===== src/rtl/oam_dma_if.sv =====
// Bus bundle between the core, the OAM DMA engine and memory.
// slave = the DMA engine; master = the core/memory side that drives it.
interface oam_dma_if;
  logic [15:0] I_cpu_addr;
  logic [7:0]  I_cpu_wr_data;
  logic        I_cpu_rdwr;
  logic [7:0]  I_rd_data;
  logic [15:0] O_addr;
  logic [7:0]  O_wr_data;
  logic        O_rdwr;
  logic        O_ready;
  logic        O_busy;

  modport slave (
    input  I_cpu_addr, I_cpu_wr_data, I_cpu_rdwr, I_rd_data,
    output O_addr, O_wr_data, O_rdwr, O_ready, O_busy
  );

  modport master (
    output I_cpu_addr, I_cpu_wr_data, I_cpu_rdwr, I_rd_data,
    input  O_addr, O_wr_data, O_rdwr, O_ready, O_busy
  );
endinterface


===== src/rtl/oam_dma.sv =====
// Sprite DMA: a write to 4014 halts the core and copies page {data,00..FF} to 2004.
// All state changes happen on CPU-cycle boundaries (tick 11->0); the bus is a combinational mux.
module oam_dma (
  input logic      I_clock,
  input logic      I_reset,
  oam_dma_if.slave bus
);

  localparam logic [2:0] ST_IDLE  = 3'd0;
  localparam logic [2:0] ST_PEND  = 3'd1;
  localparam logic [2:0] ST_HALT  = 3'd2;
  localparam logic [2:0] ST_ALIGN = 3'd3;
  localparam logic [2:0] ST_READ  = 3'd4;
  localparam logic [2:0] ST_WRITE = 3'd5;

  localparam logic [15:0] DMA_REG  = 16'h4014;
  localparam logic [15:0] OAM_DATA = 16'h2004;

  logic [3:0] tick;
  logic       parity;
  logic       boundary;
  logic [2:0] state;
  logic [7:0] page;
  logic [7:0] idx;
  logic [7:0] data;
  logic       ready;

  assign boundary = (tick == 4'd11);

  // Parity 0 marks a GET cycle, 1 a PUT cycle; it names the CPU cycle now in progress.
  always_ff @(posedge I_clock or negedge I_reset) begin
    if (!I_reset) begin
      tick   <= 4'd0;
      parity <= 1'b0;
    end else if (boundary) begin
      tick   <= 4'd0;
      parity <= ~parity;
    end else begin
      tick   <= tick + 4'd1;
    end
  end

  always_ff @(posedge I_clock or negedge I_reset) begin
    if (!I_reset) begin
      state <= ST_IDLE;
      page  <= 8'h00;
      idx   <= 8'h00;
      data  <= 8'h00;
      ready <= 1'b1;
    end else if (boundary) begin
      case (state)
        ST_IDLE: begin
          if (!bus.I_cpu_rdwr && bus.I_cpu_addr == DMA_REG) begin
            page  <= bus.I_cpu_wr_data;
            idx   <= 8'h00;
            state <= ST_PEND;
          end
        end
        ST_PEND: begin
          // The core can only be stopped on one of its read cycles.
          if (bus.I_cpu_rdwr) begin
            state <= ST_HALT;
            ready <= 1'b0;
          end
        end
        ST_HALT:  state <= parity ? ST_READ : ST_ALIGN;
        ST_ALIGN: state <= ST_READ;
        ST_READ: begin
          data  <= bus.I_rd_data;
          state <= ST_WRITE;
        end
        ST_WRITE: begin
          idx <= idx + 8'd1;
          if (idx == 8'hFF) begin
            state <= ST_IDLE;
            ready <= 1'b1;
          end else begin
            state <= ST_READ;
          end
        end
        default: begin
          state <= ST_IDLE;
          ready <= 1'b1;
        end
      endcase
    end
  end

  always_comb begin
    bus.O_addr    = bus.I_cpu_addr;
    bus.O_wr_data = bus.I_cpu_wr_data;
    bus.O_rdwr    = bus.I_cpu_rdwr;
    case (state)
      ST_HALT, ST_ALIGN: bus.O_rdwr = 1'b1;
      ST_READ: begin
        bus.O_addr = {page, idx};
        bus.O_rdwr = 1'b1;
      end
      ST_WRITE: begin
        bus.O_addr    = OAM_DATA;
        bus.O_wr_data = data;
        bus.O_rdwr    = 1'b0;
      end
      default: ;
    endcase
  end

  assign bus.O_ready = ready;
  assign bus.O_busy  = (state != ST_IDLE);

endmodule


===== src/flat_wrapper.sv =====
// flat-port wrapper written by rule: the top's interface ports become plain ports
module oam_dma_flat 
  (I_clock, I_reset, bus_I_cpu_addr, bus_I_cpu_wr_data, bus_I_cpu_rdwr, bus_I_rd_data, bus_O_addr, bus_O_wr_data, bus_O_rdwr, bus_O_ready, bus_O_busy);
  oam_dma_if bus_i ();
  input logic I_clock;
  input logic I_reset;
  input wire logic [$bits(bus_i.I_cpu_addr)-1:0] bus_I_cpu_addr;
  input wire logic [$bits(bus_i.I_cpu_wr_data)-1:0] bus_I_cpu_wr_data;
  input wire logic [$bits(bus_i.I_cpu_rdwr)-1:0] bus_I_cpu_rdwr;
  input wire logic [$bits(bus_i.I_rd_data)-1:0] bus_I_rd_data;
  output wire logic [$bits(bus_i.O_addr)-1:0] bus_O_addr;
  output wire logic [$bits(bus_i.O_wr_data)-1:0] bus_O_wr_data;
  output wire logic [$bits(bus_i.O_rdwr)-1:0] bus_O_rdwr;
  output wire logic [$bits(bus_i.O_ready)-1:0] bus_O_ready;
  output wire logic [$bits(bus_i.O_busy)-1:0] bus_O_busy;
  assign bus_i.I_cpu_addr = bus_I_cpu_addr;
  assign bus_i.I_cpu_wr_data = bus_I_cpu_wr_data;
  assign bus_i.I_cpu_rdwr = bus_I_cpu_rdwr;
  assign bus_i.I_rd_data = bus_I_rd_data;
  assign bus_O_addr = bus_i.O_addr;
  assign bus_O_wr_data = bus_i.O_wr_data;
  assign bus_O_rdwr = bus_i.O_rdwr;
  assign bus_O_ready = bus_i.O_ready;
  assign bus_O_busy = bus_i.O_busy;
  oam_dma u_core (.I_clock(I_clock), .I_reset(I_reset), .bus(bus_i));
endmodule

===== config.mk =====
export PLATFORM = sky130hd
export DESIGN_NAME = oam_dma_flat
export DESIGN_NICKNAME = d
export VERILOG_FILES = /design/src/rtl/oam_dma_if.sv /design/src/rtl/oam_dma.sv /design/src/flat_wrapper.sv
export SDC_FILE = /design/constraint.sdc
export NUM_CORES = 1
export LEC_CHECK = 0
export ABC_CLOCK_PERIOD_IN_PS = 2100
export BUFFER_PORTS_ARGS = -buffer_cell sky130_fd_sc_hd__buf_4
export CELL_PAD_IN_SITES_DETAIL_PLACEMENT = 1
export CELL_PAD_IN_SITES_GLOBAL_PLACEMENT = 2
export CORE_UTILIZATION = 30
export DETAILED_ROUTE_END_ITERATION = 8
export PLACE_DENSITY = 0.8
export REMOVE_ABC_BUFFERS = 1
export SLEW_MARGIN = 20
export SYNTH_ARGS = -nofsm -noshare
export SYNTH_HDL_FRONTEND = slang
export SYNTH_SLANG_ARGS = --single-unit

===== constraint.sdc =====
create_clock -name I_clock -period 2.1 [get_ports I_clock]
set_input_delay 0 -clock I_clock [delete_from_list [all_inputs] [get_ports I_clock]]
set_output_delay 0 -clock I_clock [all_outputs]
set_load 0.05 [all_outputs]

* Word level (Yosys, flattened, before mapping)
Cells that the tools add are included.
** Storage, ports and cells
- Latch bits :: 0
- Memories kept :: 0
- Output and inout port bits :: 27
- Flip-flop bits (word level) :: 33
- Memory bits (read-only) :: 0
- Logic and storage cells :: 48
- Memory bits (writable) :: 0
** Operators by class
- Mux-type cells :: 14
- Div/mod/pow operators :: 0
- Reduce and logical (&&, ||, !) cells :: 12
- Multiply operators :: 0
- Bitwise gates (word level) :: 2
- $add $sub $neg :: 2
- Magnitude comparators :: 0
- Shift-type cells :: 0
- Equal/unequal tests :: 11
** Operators with widths (number)
- 16-bit one-hot mux with 2 select lines :: 1
- 3-bit one-hot mux with 6 select lines :: 1
- 16-bit by 15-bit == test with 1-bit output, second input constant :: 1
- 8-bit two-way mux :: 2
- 8-bit one-hot mux with 2 select lines :: 1
- 3-bit two-way mux :: 4
- 3-bit AND reduction :: 3
- 8-bit by 1-bit adder with 8-bit output, second input constant :: 1
- 8-bit == test, second input constant :: 1
- 3-bit by 2-bit == test with 1-bit output, second input constant :: 2
- 3-bit == test, second input constant :: 2
- 4-bit by 1-bit adder with 4-bit output, second input constant :: 1
- 4-bit == test, second input constant :: 1
- 4-bit two-way mux :: 1
- 2-bit by 1-bit != test with 1-bit output, second input constant :: 2
- 4-bit AND reduction :: 1
- 4-bit OR reduction :: 1
- 3-bit by 1-bit == test with 1-bit output, second input constant :: 1
- 3-bit zero test :: 1
- 1-bit one-hot mux with 3 select lines :: 1
- 3-bit nonzero test :: 1
- 3-bit OR reduction :: 1
- 1-bit two-way mux :: 2
- 2-bit != test, second input constant :: 1
- 6 further kinds :: 7

* Logic depth before layout (Yosys ltp)
- Depth in word-level cells :: 4
- Mapped depth :: 6
- Gate-level depth less buffers :: 5

* Worst setup path after synthesis
OpenSTA, ideal clock, no wires.
- Path kind :: register to register
- Start point :: register u_core.state[0]
- End point :: register u_core.page[1]
- Library setup time :: 0.125 ns
- Slack :: 0.061 ns
- Cell stages (with the launch flop) :: 6
- Arrival :: 1.914 ns
- Period minus slack after synthesis :: 2.039 ns
- Data required time :: 1.975 ns
- Path through :: dfrtp_1 -> buf_6 -> or3_4 -> nor4_4 -> buf_6 -> mux2_4
** On the way
- Word-level cells in the longest chain between the ends :: 2
** Ends and longest elaborated chain
- start: declaration :: line oam_dma.sv:22 : logic [2:0] state;
- start signal: assignment :: line oam_dma.sv:66 : ST_HALT: state <= parity ? ST_READ : ST_ALIGN;
- 3-bit zero test :: line oam_dma.sv:51 : case (state)
- 3-bit AND reduction (no line)
- end signal: assignment :: line oam_dma.sv:54 : page <= bus.I_cpu_wr_data;
- end: declaration :: line oam_dma.sv:23 : logic [7:0] page;
No other way between the ends.
A chain may end at the register's enable or synchronous reset.

* Worst setup path in the final report
- Start point :: register u_core.state[1]
- End point :: output bus_O_addr[14]
** On the way
- Word-level cells in the longest chain between the ends :: 2
** Ends and longest elaborated chain
- 3-bit == test :: line oam_dma.sv:93 : case (state)
- 16-bit one-hot mux with 2 select lines (*) :: line oam_dma.sv:93
- end: declaration :: line flat_wrapper.sv:11 : output wire logic [$bits(bus_i.O_addr)-1:0] bus_O_addr;
Every way passes the cells marked *; elsewhere a longest branch is shown, timed or not.

==> results by group <==
Finish
  – Final core occ: 44.78%
  – Multi-input gate area: 948.4 um2
  – Area grow syn2layout: 44.44%
  – Register Area: 827.0 um2
  – Final Non-Filler Cells: 330
  – Ant diodes: 0
  – Layout cells sized above 1: 41.57%
  – Fillers: 682
  – Final Cell Area: 2651 um2
  – Fin nets: 292

Yosys
  – Xor/xnor cell area share of the yosys netlist: 0.9543%
  – Dominant synthesized flop cell: dfrtp_1
  – Yosys warnings: 0
  – Main combinational cell family by area after synthesis: multiplexers
  – Area leader, netlist: dfrtp_1
  – Compound-cell area share of the yosys netlist: 15.61%
  – Syn avg cell area: 10.67 um2
  – Area contributors post-synth: dfrtp_1 44%, mux2_2 15%, a22o_1 6.7%
  – Mux contribution to synthesized area: 18.00%
  – Top-area cell type share of the netlist area: 43.63%
  – Post-synthesis cell area: 1836 um2
  – Post-synth EDFFs: 0
  – Async SR Flop Fraction: 100.0%
  – Cell variety after synth: 36
  – Simple-Gate Fraction of Synth Area: 15.75%
  – Most common library cells after synthesis: 32 x dfrtp_1, 24 x mux2_2, 17 x nand2_1, 14 x a22o_1, 11 x nor2_1
  – Synth Instances: 172
  – Count leader, synth: dfrtp_1
  – Sequential fraction of the synthesis area: 45.06%
  – Post-synthesis adder-cell area fraction: 1.363%
  – Seq cells post-synth: 33

Floorplanning
  – Starting Density: 31.00%
  – Die H: 80.22 um
  – Core footprint: 5921 um2
  – Die footprint: 6435 um2
  – Chip Width: 80.22 um
  – IO Count: 62
  – # rows: 28

STA
  – RSZ-0062 raised after global routing: false
  – Skew final: 3.758 ps
  – Setup Viol. Count Final: 0
  – Setup TNS Final: 0 ps
  – Fmax: 0.5476 GHz
  – Max-slew headroom: 55.53%
  – Worst-margin pin slew: 667.0 ps
  – Fin crit share: 86.97%
  – Post-layout min period: 1826 ps
  – Final Hold Fails: 0
  – Max-slew violations: 0

Setup path
  – Worst path required time: 2100 ps
  – Crit Reg-Reg Endpoint: u_core.page[6]
  – Worst R2R Start: u_core.tick[0]
  – WP data arrival: 1830 ps
  – Slowest stage delay, CP: 450 ps
  – Startpoint Class: flop
  – CP Max Fanout: 14
  – Critical path class: reg2out
  – CP max stage cell: nand2b_1
  – Worst reg-to-reg path cell count: 5
  – Crit path cell chain: buf_4 -> nand2b_1 -> a22o_1 -> buf_4
  – Most frequent cell on the critical path: buf_4
  – Worst setup EP type: output port
  – Reg2Reg Setup Slack: 280 ps

Detailed routing
  – Mean routed wirelength per cell: 16.37 um
  – Vias: 1703
  – DRT iter0 DRCs: 71
  – Remaining DRCs: 0
  – Pre-antenna DRT Iters: 4
  – Final WL: 5.401 mm
  – Final ANT Viol Nets: 0
  – Post-DR vias/cell: 5.161

Clocking
  – CTS tree: yes
  – Number of H-tree levels: 2
  – Clock sink total: 33
  – Clock Root Buffer: clkbuf_8
  – Clock latency on the worst-skew pair: 290 ps
  – Num CTS Buffers: 5
  – Clock transition at path regs: 60 ps
  – Clk buf depth: 2
  – Setup bufs post-CTS: 0

Flow run
  – Max_cap viols: 0

Global route
  – Global-route wire length before repair: 8.756 mm
  – Vias in the first global route: 1745
  – Tot GR Track Use: 18.34%
  – Congestion Overflow GR: 0
  – Antenna violations before repair: 0
  – Largest net degree at the start of global routing: 34

Power and ir drop
  – Gate power share: 18.9%
  – Sw Ratio: 26.88%
  – VDD IR max: 0.3479 mV
  – P_leak: 1.294 nW
  – Power Dens Cells: 525.9 nW/um2
  – Total net switching power: 0.3748 mW
  – Clock power frac: 34.8%
  – Total power: 1.394 mW
  – Cell Int Power: 1.020 mW
  – Seq pwr share: 46.4%

Worst hold path
  – Hold Path End: u_core.state[1]
  – Hold path depth: 4
  – Hold crit path type: in2reg
  – Worst hold start: bus_I_cpu_rdwr

Placed design
  – Cells after DPL: 306
  – Placed cell area: 2395 um2
  – Placed wire-length estimate: 3.740 mm
  – GP Congestion: 0.7190
  – Port bufs: 61

Status
  – Status: completed
flip-flops by register name, summed over array words and instances (netlist names):
| register | count |
|---|---|
| u_core.bus.O_ready | 1 |
| u_core.data | 8 |
| u_core.idx | 8 |
| u_core.page | 8 |
| u_core.parity | 1 |
| u_core.state | 3 |
| u_core.tick | 4 |
critical path: cells and delay by family, from the launching register on:
family | cells | cell delay (ps)
simple gates | 1 | 450
flops | 1 | 380
buf+inv | 2 | 370
compound gates | 1 | 340
stage by stage:
| stage | hold WS [ps] | setup WS [ps] |
|---|---|---|
| after global placement | -15.66 | 340.0 |
| final | 163.7 | 273.7 |
| after CTS | 152.7 | 251.2 |
| after detailed placement | -20.84 | 269.9 |
| after floorplan | -295.6 | -68.27 |
| after global routing | 170.6 | 144.8 |
worst max-delay path by stage:
stage,startpoint,endpoint,slack [ps]
floorplan,u_core.state[1],u_core.page[0],-70
global placement,u_core.state[0],u_core.page[4],340
detailed placement,u_core.tick[0],u_core.page[6],270
CTS,u_core.state[1],bus_O_addr[14],250
global route,u_core.state[2],bus_O_addr[13],140
finish,u_core.state[1],bus_O_addr[14],270
cell families (layout without fill, tap and decap cells):
group                      count (synthesis)  count (layout)
muxes                                     29              29
and+or+nand+nor                           54              54
buffers and inverters                     12              95
DFF                                       33              33
AOI/OAI and AO/OA                         40              40
adders and majority gates                  2               2
xor gates and xnor gates                   2               2
cells in the final DEF (no fill, tap or decap), drive strengths merged:
cell type | netlist | layout
buf | 2 | 69
dfrtp | 32 | 32
mux2 | 26 | 26
nand2 | 17 | 17
dlygate4sd3 | 0 | 17
a22o | 14 | 14
nor2 | 11 | 11
o21ai | 7 | 7
o22ai | 7 | 7
clkbuf | 8 | 7
a21oi | 5 | 5
nor4 | 5 | 5
nand3 | 4 | 4
nor3 | 4 | 4
mux2i | 3 | 3
nand4 | 3 | 3
nand2b | 2 | 2
nand3b | 2 | 2
inv | 2 | 2
xnor2 | 2 | 2
ha | 2 | 2
or3 | 2 | 2
and3b | 1 | 1
nor3b | 1 | 1
o22a | 1 | 1
nor2b | 1 | 1
o31ai | 1 | 1
a21o | 1 | 1
o21a | 1 | 1
or2 | 1 | 1
a221o | 1 | 1
a211oi | 1 | 1
o41a | 1 | 1
dfstp | 1 | 1
power groups by stage:
stage | Combinational [mW] | Clock (mW) | Sequential (mW)
final | 0.263 | 0.485 | 0.647
after global routing | 0.279 | 0.529 | 0.647
after CTS | 0.264 | 0.511 | 0.647
after detailed placement | 0.239 | 0 | 0.659
after global placement | 0.237 | 0 | 0.658
after floorplan | 0.126 | 0 | 0.658
area by class of cell:
class                      count  area share [%]
clock buffer                   7           3.256
inverter                       2          0.2832
multi-input combinational    127           35.77
sequential                    33           31.19
tap                           75           3.539
timing repair buffer          86           25.96
what timing repair did:
action,CTS,global route
hold buffers,17,0
hold endpoints to repair,49,0
gates resized for setup,0,0
per-layer routing:
layer | GRT usage, % | vias up | wire [um]
met5 | 0 | - | 0
met4 | 6.429 | 0 | 76
met3 | 4.773 | 7 | 293
met2 | 31.88 | 48 | 2663
met1 | 21.71 | 847 | 2368
li1 | - | 801 | -
Note: power is estimated with default switching activity, not from simulation.
